**src/rtl/ysyx_23060201_ctrl.sv**
```systemverilog
// ============================================================================
// ysyx_23060201_ctrl
// ----------------------------------------------------------------------------
// Multi-cycle control sequencer for the single-issue NPC core. Every
// instruction walks IDLE -> FETCH -> DECODE -> EXEC -> [MEM] -> WB -> FETCH.
// A system instruction (ebreak-style, func3 = 000) or any unrecognised opcode
// parks the core in HALT, which only reset leaves.
//
// State encoding (visible on o_state for debug):
//   IDLE=0 FETCH=1 DECODE=2 EXEC=3 MEM=4 WB=5 HALT=6 (7 falls back to IDLE)
//
// Ports:
//   i_clk          core clock
//   i_rst          asynchronous, active-high reset
//   i_inst_op      opcode from decoder, sampled in DECODE
//   i_inst_func3   func3 from decoder, sampled in DECODE
//   i_ifu_rvalid   instruction word available (only honoured in FETCH)
//   i_lsu_done     load/store complete (only honoured in MEM)
//   o_ifu_req      fetch request, held for all of FETCH
//   o_ir_we        latch fetched word into IR (FETCH and i_ifu_rvalid)
//   o_lsu_req      memory access request, held for all of MEM
//   o_lsu_wen      current access is a store
//   o_gpr_we       register-file write enable (WB, writing opcodes only)
//   o_pc_we        PC update enable (WB)
//   o_halt         core stopped (sticky until reset)
//   o_illegal      stop was caused by an illegal instruction (sticky)
//   o_state        current state
//   o_cycle_cnt    active-cycle counter (performance counters only)
//   o_instret_cnt  retired-instruction counter (performance counters only)
//
// Optional feature, macro YSYX_23060201_PERF_CNT_EN:
//   defined   -> 64-bit cycle and instret counters are built; both freeze in
//                HALT and wrap past all-ones.
//   undefined -> no counter registers; both counter outputs are tied to 0.
// ============================================================================
module ysyx_23060201_ctrl #(
    parameter int OP_W = 7,
    parameter int ST_W = 3
) (
    input  logic             i_clk,
    input  logic             i_rst,
    input  logic [OP_W-1:0]  i_inst_op,
    input  logic [2:0]       i_inst_func3,
    input  logic             i_ifu_rvalid,
    input  logic             i_lsu_done,
    output logic             o_ifu_req,
    output logic             o_ir_we,
    output logic             o_lsu_req,
    output logic             o_lsu_wen,
    output logic             o_gpr_we,
    output logic             o_pc_we,
    output logic             o_halt,
    output logic             o_illegal,
    output logic [ST_W-1:0]  o_state,
    output logic [63:0]      o_cycle_cnt,
    output logic [63:0]      o_instret_cnt
);

    // ------------------------------------------------------------------------
    // State and opcode definitions
    // ------------------------------------------------------------------------
    typedef enum logic [ST_W-1:0] {
        S_IDLE   = 3'd0,
        S_FETCH  = 3'd1,
        S_DECODE = 3'd2,
        S_EXEC   = 3'd3,
        S_MEM    = 3'd4,
        S_WB     = 3'd5,
        S_HALT   = 3'd6
    } state_t;

    localparam logic [OP_W-1:0] OP_R   = 7'b0110011;
    localparam logic [OP_W-1:0] OP_I   = 7'b0010011;
    localparam logic [OP_W-1:0] OP_IL  = 7'b0000011;
    localparam logic [OP_W-1:0] OP_S   = 7'b0100011;
    localparam logic [OP_W-1:0] OP_B   = 7'b1100011;
    localparam logic [OP_W-1:0] OP_U   = 7'b0110111;
    localparam logic [OP_W-1:0] OP_UPC = 7'b0010111;
    localparam logic [OP_W-1:0] OP_J   = 7'b1101111;
    localparam logic [OP_W-1:0] OP_JR  = 7'b1100111;
    localparam logic [OP_W-1:0] OP_SYS = 7'b1110011;

    // Opcodes that proceed to EXEC (SYS is handled separately in DECODE).
    function automatic logic f_is_exec_op(input logic [OP_W-1:0] op);
        logic r;
        case (op)
            OP_R, OP_I, OP_IL, OP_S, OP_B,
            OP_U, OP_UPC, OP_J, OP_JR: r = 1'b1;
            default:                   r = 1'b0;
        endcase
        return r;
    endfunction

    // Opcodes that write a result back into the register file.
    function automatic logic f_writes_gpr(input logic [OP_W-1:0] op);
        logic r;
        case (op)
            OP_R, OP_I, OP_IL, OP_U,
            OP_UPC, OP_J, OP_JR: r = 1'b1;
            default:             r = 1'b0;
        endcase
        return r;
    endfunction

    function automatic logic f_is_mem_op(input logic [OP_W-1:0] op);
        return (op == OP_IL) || (op == OP_S);
    endfunction

    // ------------------------------------------------------------------------
    // Registers
    // ------------------------------------------------------------------------
    state_t          r_state;
    logic [OP_W-1:0] r_op_q;
    logic            r_ifu_req;
    logic            r_lsu_req;
    logic            r_lsu_wen;
    logic            r_gpr_we;
    logic            r_pc_we;
    logic            r_halt;
    logic            r_illegal;

    // ------------------------------------------------------------------------
    // Next-state / next-opcode logic
    // ------------------------------------------------------------------------
    state_t          w_state_nxt;
    logic [OP_W-1:0] w_op_nxt;
    logic            w_illegal_nxt;

    always_comb begin
        w_state_nxt   = r_state;
        w_op_nxt      = r_op_q;
        w_illegal_nxt = r_illegal;
        case (r_state)
            S_IDLE: begin
                w_state_nxt = S_FETCH;
            end
            S_FETCH: begin
                if (i_ifu_rvalid) begin
                    w_state_nxt = S_DECODE;
                end
            end
            S_DECODE: begin
                w_op_nxt = i_inst_op;
                if (f_is_exec_op(i_inst_op)) begin
                    w_state_nxt = S_EXEC;
                end else if ((i_inst_op == OP_SYS) && (i_inst_func3 == 3'b000)) begin
                    w_state_nxt = S_HALT;
                end else begin
                    // Unknown opcode, or a SYS flavour this core does not implement.
                    w_state_nxt   = S_HALT;
                    w_illegal_nxt = 1'b1;
                end
            end
            S_EXEC: begin
                w_state_nxt = f_is_mem_op(r_op_q) ? S_MEM : S_WB;
            end
            S_MEM: begin
                if (i_lsu_done) begin
                    w_state_nxt = S_WB;
                end
            end
            S_WB: begin
                w_state_nxt = S_FETCH;
            end
            S_HALT: begin
                w_state_nxt = S_HALT;
            end
            default: begin
                w_state_nxt = S_IDLE;
            end
        endcase
    end

    // ------------------------------------------------------------------------
    // State register with registered outputs.
    // Each output is decoded from the *next* state/opcode, so the registered
    // value is exactly the Moore decode of the current state/op_q. The async
    // reset clears the requests in the same cycle reset rises.
    // ------------------------------------------------------------------------
    always_ff @(posedge i_clk or posedge i_rst) begin
        if (i_rst) begin
            r_state   <= S_IDLE;
            r_op_q    <= '0;
            r_ifu_req <= 1'b0;
            r_lsu_req <= 1'b0;
            r_lsu_wen <= 1'b0;
            r_gpr_we  <= 1'b0;
            r_pc_we   <= 1'b0;
            r_halt    <= 1'b0;
            r_illegal <= 1'b0;
        end else begin
            r_state   <= w_state_nxt;
            r_op_q    <= w_op_nxt;
            r_ifu_req <= (w_state_nxt == S_FETCH);
            r_lsu_req <= (w_state_nxt == S_MEM);
            r_lsu_wen <= (w_state_nxt == S_MEM) && (w_op_nxt == OP_S);
            r_gpr_we  <= (w_state_nxt == S_WB) && f_writes_gpr(w_op_nxt);
            r_pc_we   <= (w_state_nxt == S_WB);
            r_halt    <= (w_state_nxt == S_HALT);
            r_illegal <= w_illegal_nxt;
        end
    end

    assign o_ifu_req = r_ifu_req;
    assign o_lsu_req = r_lsu_req;
    assign o_lsu_wen = r_lsu_wen;
    assign o_gpr_we  = r_gpr_we;
    assign o_pc_we   = r_pc_we;
    assign o_halt    = r_halt;
    assign o_illegal = r_illegal;
    assign o_state   = r_state;

    // IR latch is the one output that must react within the rvalid cycle.
    assign o_ir_we   = i_ifu_rvalid && (r_state == S_FETCH);

    // ------------------------------------------------------------------------
    // Performance counters
    // ------------------------------------------------------------------------
`ifdef YSYX_23060201_PERF_CNT_EN
    logic [63:0] r_cycle_cnt;
    logic [63:0] r_instret_cnt;

    always_ff @(posedge i_clk or posedge i_rst) begin
        if (i_rst) begin
            r_cycle_cnt   <= '0;
            r_instret_cnt <= '0;
        end else begin
            // Counts cycles spent working on instructions; frozen in IDLE/HALT.
            if ((r_state != S_IDLE) && (r_state != S_HALT)) begin
                r_cycle_cnt <= r_cycle_cnt + 64'd1;
            end
            if (r_state == S_WB) begin
                r_instret_cnt <= r_instret_cnt + 64'd1;
            end
        end
    end

    assign o_cycle_cnt   = r_cycle_cnt;
    assign o_instret_cnt = r_instret_cnt;
`else
    assign o_cycle_cnt   = 64'd0;
    assign o_instret_cnt = 64'd0;
`endif

endmodule

```
**config.mk**
```make
export PLATFORM = sky130hd
export DESIGN_NAME = ysyx_23060201_ctrl
export DESIGN_NICKNAME = d
export VERILOG_FILES = /design/src/rtl/ysyx_23060201_ctrl.sv
export SDC_FILE = /design/constraint.sdc
export NUM_CORES = 1
export LEC_CHECK = 0
export BUFFER_PORTS_ARGS = -buffer_cell sky130_fd_sc_hd__buf_2
export CAP_MARGIN = 25
export CORE_MARGIN = 2
export CORE_UTILIZATION = 42
export DETAILED_ROUTE_END_ITERATION = 10
export PLACE_DENSITY = 0.87
export SLEW_MARGIN = 10
export SYNTH_ARGS = -nofsm -noshare
export SYNTH_HDL_FRONTEND = slang
export SYNTH_SLANG_ARGS = --single-unit
```
**constraint.sdc**
```tcl
create_clock -name i_clk -period 2.8 [get_ports i_clk]
set_clock_uncertainty 0.2 [all_clocks]
set_input_delay 0.84 -clock i_clk [delete_from_list [all_inputs] [get_ports i_clk]]
set_output_delay 0.84 -clock i_clk [all_outputs]
set_load 0.01 [all_outputs]
```
==> run_results.csv <==
group,metric,value,unit
cells_and_area,fin_area,1544,um^2
timing,worst_pin_slew,0.6216,ns
min_path,hp-class,"reg -> reg",
power,power_density,662.7,nW/um^2
drt,first_pass_iters,4,
drt,drtAntennaViolNets,0,
timing,finalCritPeriodShare,0.8239,
placement,io_buffers,24,
synthesis,synthTopCellsByArea,"buf_4 53%, dfrtp_1 23%, mux2_2 4.3%",
synthesis,yosysSeqAreaShare,0.2343,
cells_and_area,post-route-util,0.3778,
placement,dp_cells,278,
synthesis,synth-seq-cells,17,
timing,holdWs,0.2801,ns
synthesis,syn_area,1815,um^2
critical_path,cp-start-kind,"flip-flop",
synthesis,yosys.area.top_type,"buf_4",
drt,post-route-drc-count,0,
critical_path,rrSetupSlack,1.18,ns
global_route,globalRouteTotalUtil,0.08563,
placement,dp_hpwl,2.108,mm
timing,fmax,0.4335,GHz
critical_path,cp.arrival,1.27,ns
floorplan,die_h,69.75,um
floorplan,die_area,4864,um^2
clock_network,cts.clk_slew.worst_paths,0.06,ns
global_route,grt_max_degree,18,
clock_network,cts_num_sinks,17,
timing,setup_violations,0,
cells_and_area,final_net_count,247,
cells_and_area,areaGrowthSynthToFinish,-14.96,%
job,maxCapViolCount,0,
synthesis,synth-edff-count,0,
floorplan,die_x,69.75,um
timing,slew_headroom,0.5852,
floorplan,start_util,0.4443,
power,vdd_ir_drop_max,0.1853,mV
global_route,overflow,0,
cells_and_area,drive_gt1_frac,0.1724,
cells_and_area,mostFrequentLayoutCells,"128 x conb_1, 24 x buf_2, 17 x dfrtp_1, 7 x mux2_2, 7 x nor2_1",
synthesis,ys_warn_count,0,
global_route,antenna_found_initial,0,
clock_network,cts_resized,0,
synthesis,synth_top_area_share,0.5334,
clock_network,root_buffer,"clkbuf_8",
synthesis,synthDistinctLibCells,33,
clock_network,clock_latency,0.24,ns
global_route,grt_pass1_wl,3.346,mm
critical_path,crit_start,"o_state[2]",
drt,vias_per_cell,3.567,
power,p_leak,0.9008,nW
floorplan,fp-row-count,23,
cells_and_area,fin_cells,282,
timing,setup_ws,0.4932,ns
critical_path,r2r_start,"r_op_q[6]",
synthesis,avgSynthCellArea,8.728,um^2
timing,slew_viol_final,0,
placement,postPlaceCellArea,1499,um^2
drt,routed_wl,2.459,mm
synthesis,dominantRegCellSynth,"dfrtp_1",
clock_network,cts_tree,"done",
critical_path,path_class,"reg -> out",
placement,gp_congestion,0.7252,
clock_network,cts-buffers-inserted,3,
critical_path,crit_required,1.76,ns
critical_path,reg2reg_depth,4,
cells_and_area,layout_commonest_cell,"conb_1",
cells_and_area,diodes,0,
timing,period_minus_slack,2.307,ns
critical_path,crit_fanout,12,
synthesis,synthArstFlopShare,1.000,
floorplan,core,4086,um^2
clock_network,postCtsSetupRepairBufs,0,
global_route,grt_pass1_vias,718,
floorplan,io_pins,153,
clock_network,ctsHoldBuffers,0,
critical_path,cp-end-kind,"output port",
drt,vias,1006,
synthesis,netlist_instances,208,
clock_network,htreeDepth,1,
drt,avgRoutedWirePerCell,8.720,um
placement,pre_cts_ws,0.4945,ns
critical_path,r2r_end,"o_gpr_we",
critical_path,endpoint,"o_ir_we",
run_status,status,"finished, final reports clean",
timing,rsz0062_at_grt,"no",
power,fin_total_pwr,1.023,mW
timing,hold_viol_final,0,
timing,fin_tns_setup,0,ns
drt,drt_iter0_markers,20,
clock_network,clockBufferDepth,2,
==> sequential cells by signal (all words and copies together), names as in the netlist <==
signal     flops
o_state        3
o_lsu_req      1
o_halt         1
r_op_q         7
o_pc_we        1
o_ifu_req      1
o_lsu_wen      1
o_gpr_we       1
o_illegal      1
==> how the worst min path moves through the flow <==
stage	from	endpoint	slack, ns	cells after the start
after floorplan	r_op_q[0]	r_op_q[0]	0.28	1
after global placement	o_illegal	o_illegal	0.27	1
after detailed placement	o_illegal	o_illegal	0.27	1
after CTS	o_illegal	o_illegal	0.29	1
after global routing	o_illegal	o_illegal	0.32	1
final	o_illegal	o_illegal	0.28	1
==> where the power goes <==
group / internal, mW / switching [mW] / total (mW)
Combinational: 0.175 / 0.229 / 0.404
Clock: 0.101 / 0.0745 / 0.175
Sequential: 0.343 / 0.101 / 0.444
Total: 0.619 / 0.404 / 1.02
==> cells by family (layout without fill, tap and decap cells) <==
group,after synthesis,in the layout,synth area share
DFF,17,17,0.2343
AOI/OAI and AO/OA,20,20,0.08409
muxes,7,7,0.04342
and+or+nand+nor,28,28,0.08822
buffers and inverters,135,32,0.5479
other,1,128,0.002066
==> critical path, stage by stage, from the launching register on <==
cell and delay (ns):
dfrtp_1 0.48, nor2_1 0.19, and3_1 0.21, buf_2 0.14
==> routing by layer <==
layer | wire length (um) | part of all wire | up-vias | global-route usage
li1 | - | - | 468 | -
met1 | 905 | 0.37 | 453 | 0.1060
met2 | 1241 | 0.50 | 83 | 0.1389
met3 | 284 | 0.12 | 2 | 0.01453
met4 | 27 | 0.011 | 0 | 0.05128
met5 | 0 | 0 | - | 0
==> cell usage after synthesis, types with 3 or more instances <==
cell,instances
dfrtp_1,17
buf_2,3
buf_4,129
mux2_2,7
nor3_1,4
a21oi_1,4
nand2_1,4
inv_1,3
nor2_1,7
o21bai_1,3
==> final cells by class <==
cell class,instances,area [um^2]
multi-input combinational,183,872.1
timing repair buffer,25,127.6
sequential,17,425.4
fill,439,2542
inverter,3,11.26
clock buffer,4,45.04
tap,50,62.56
Note: power is estimated with default switching activity, not from simulation.
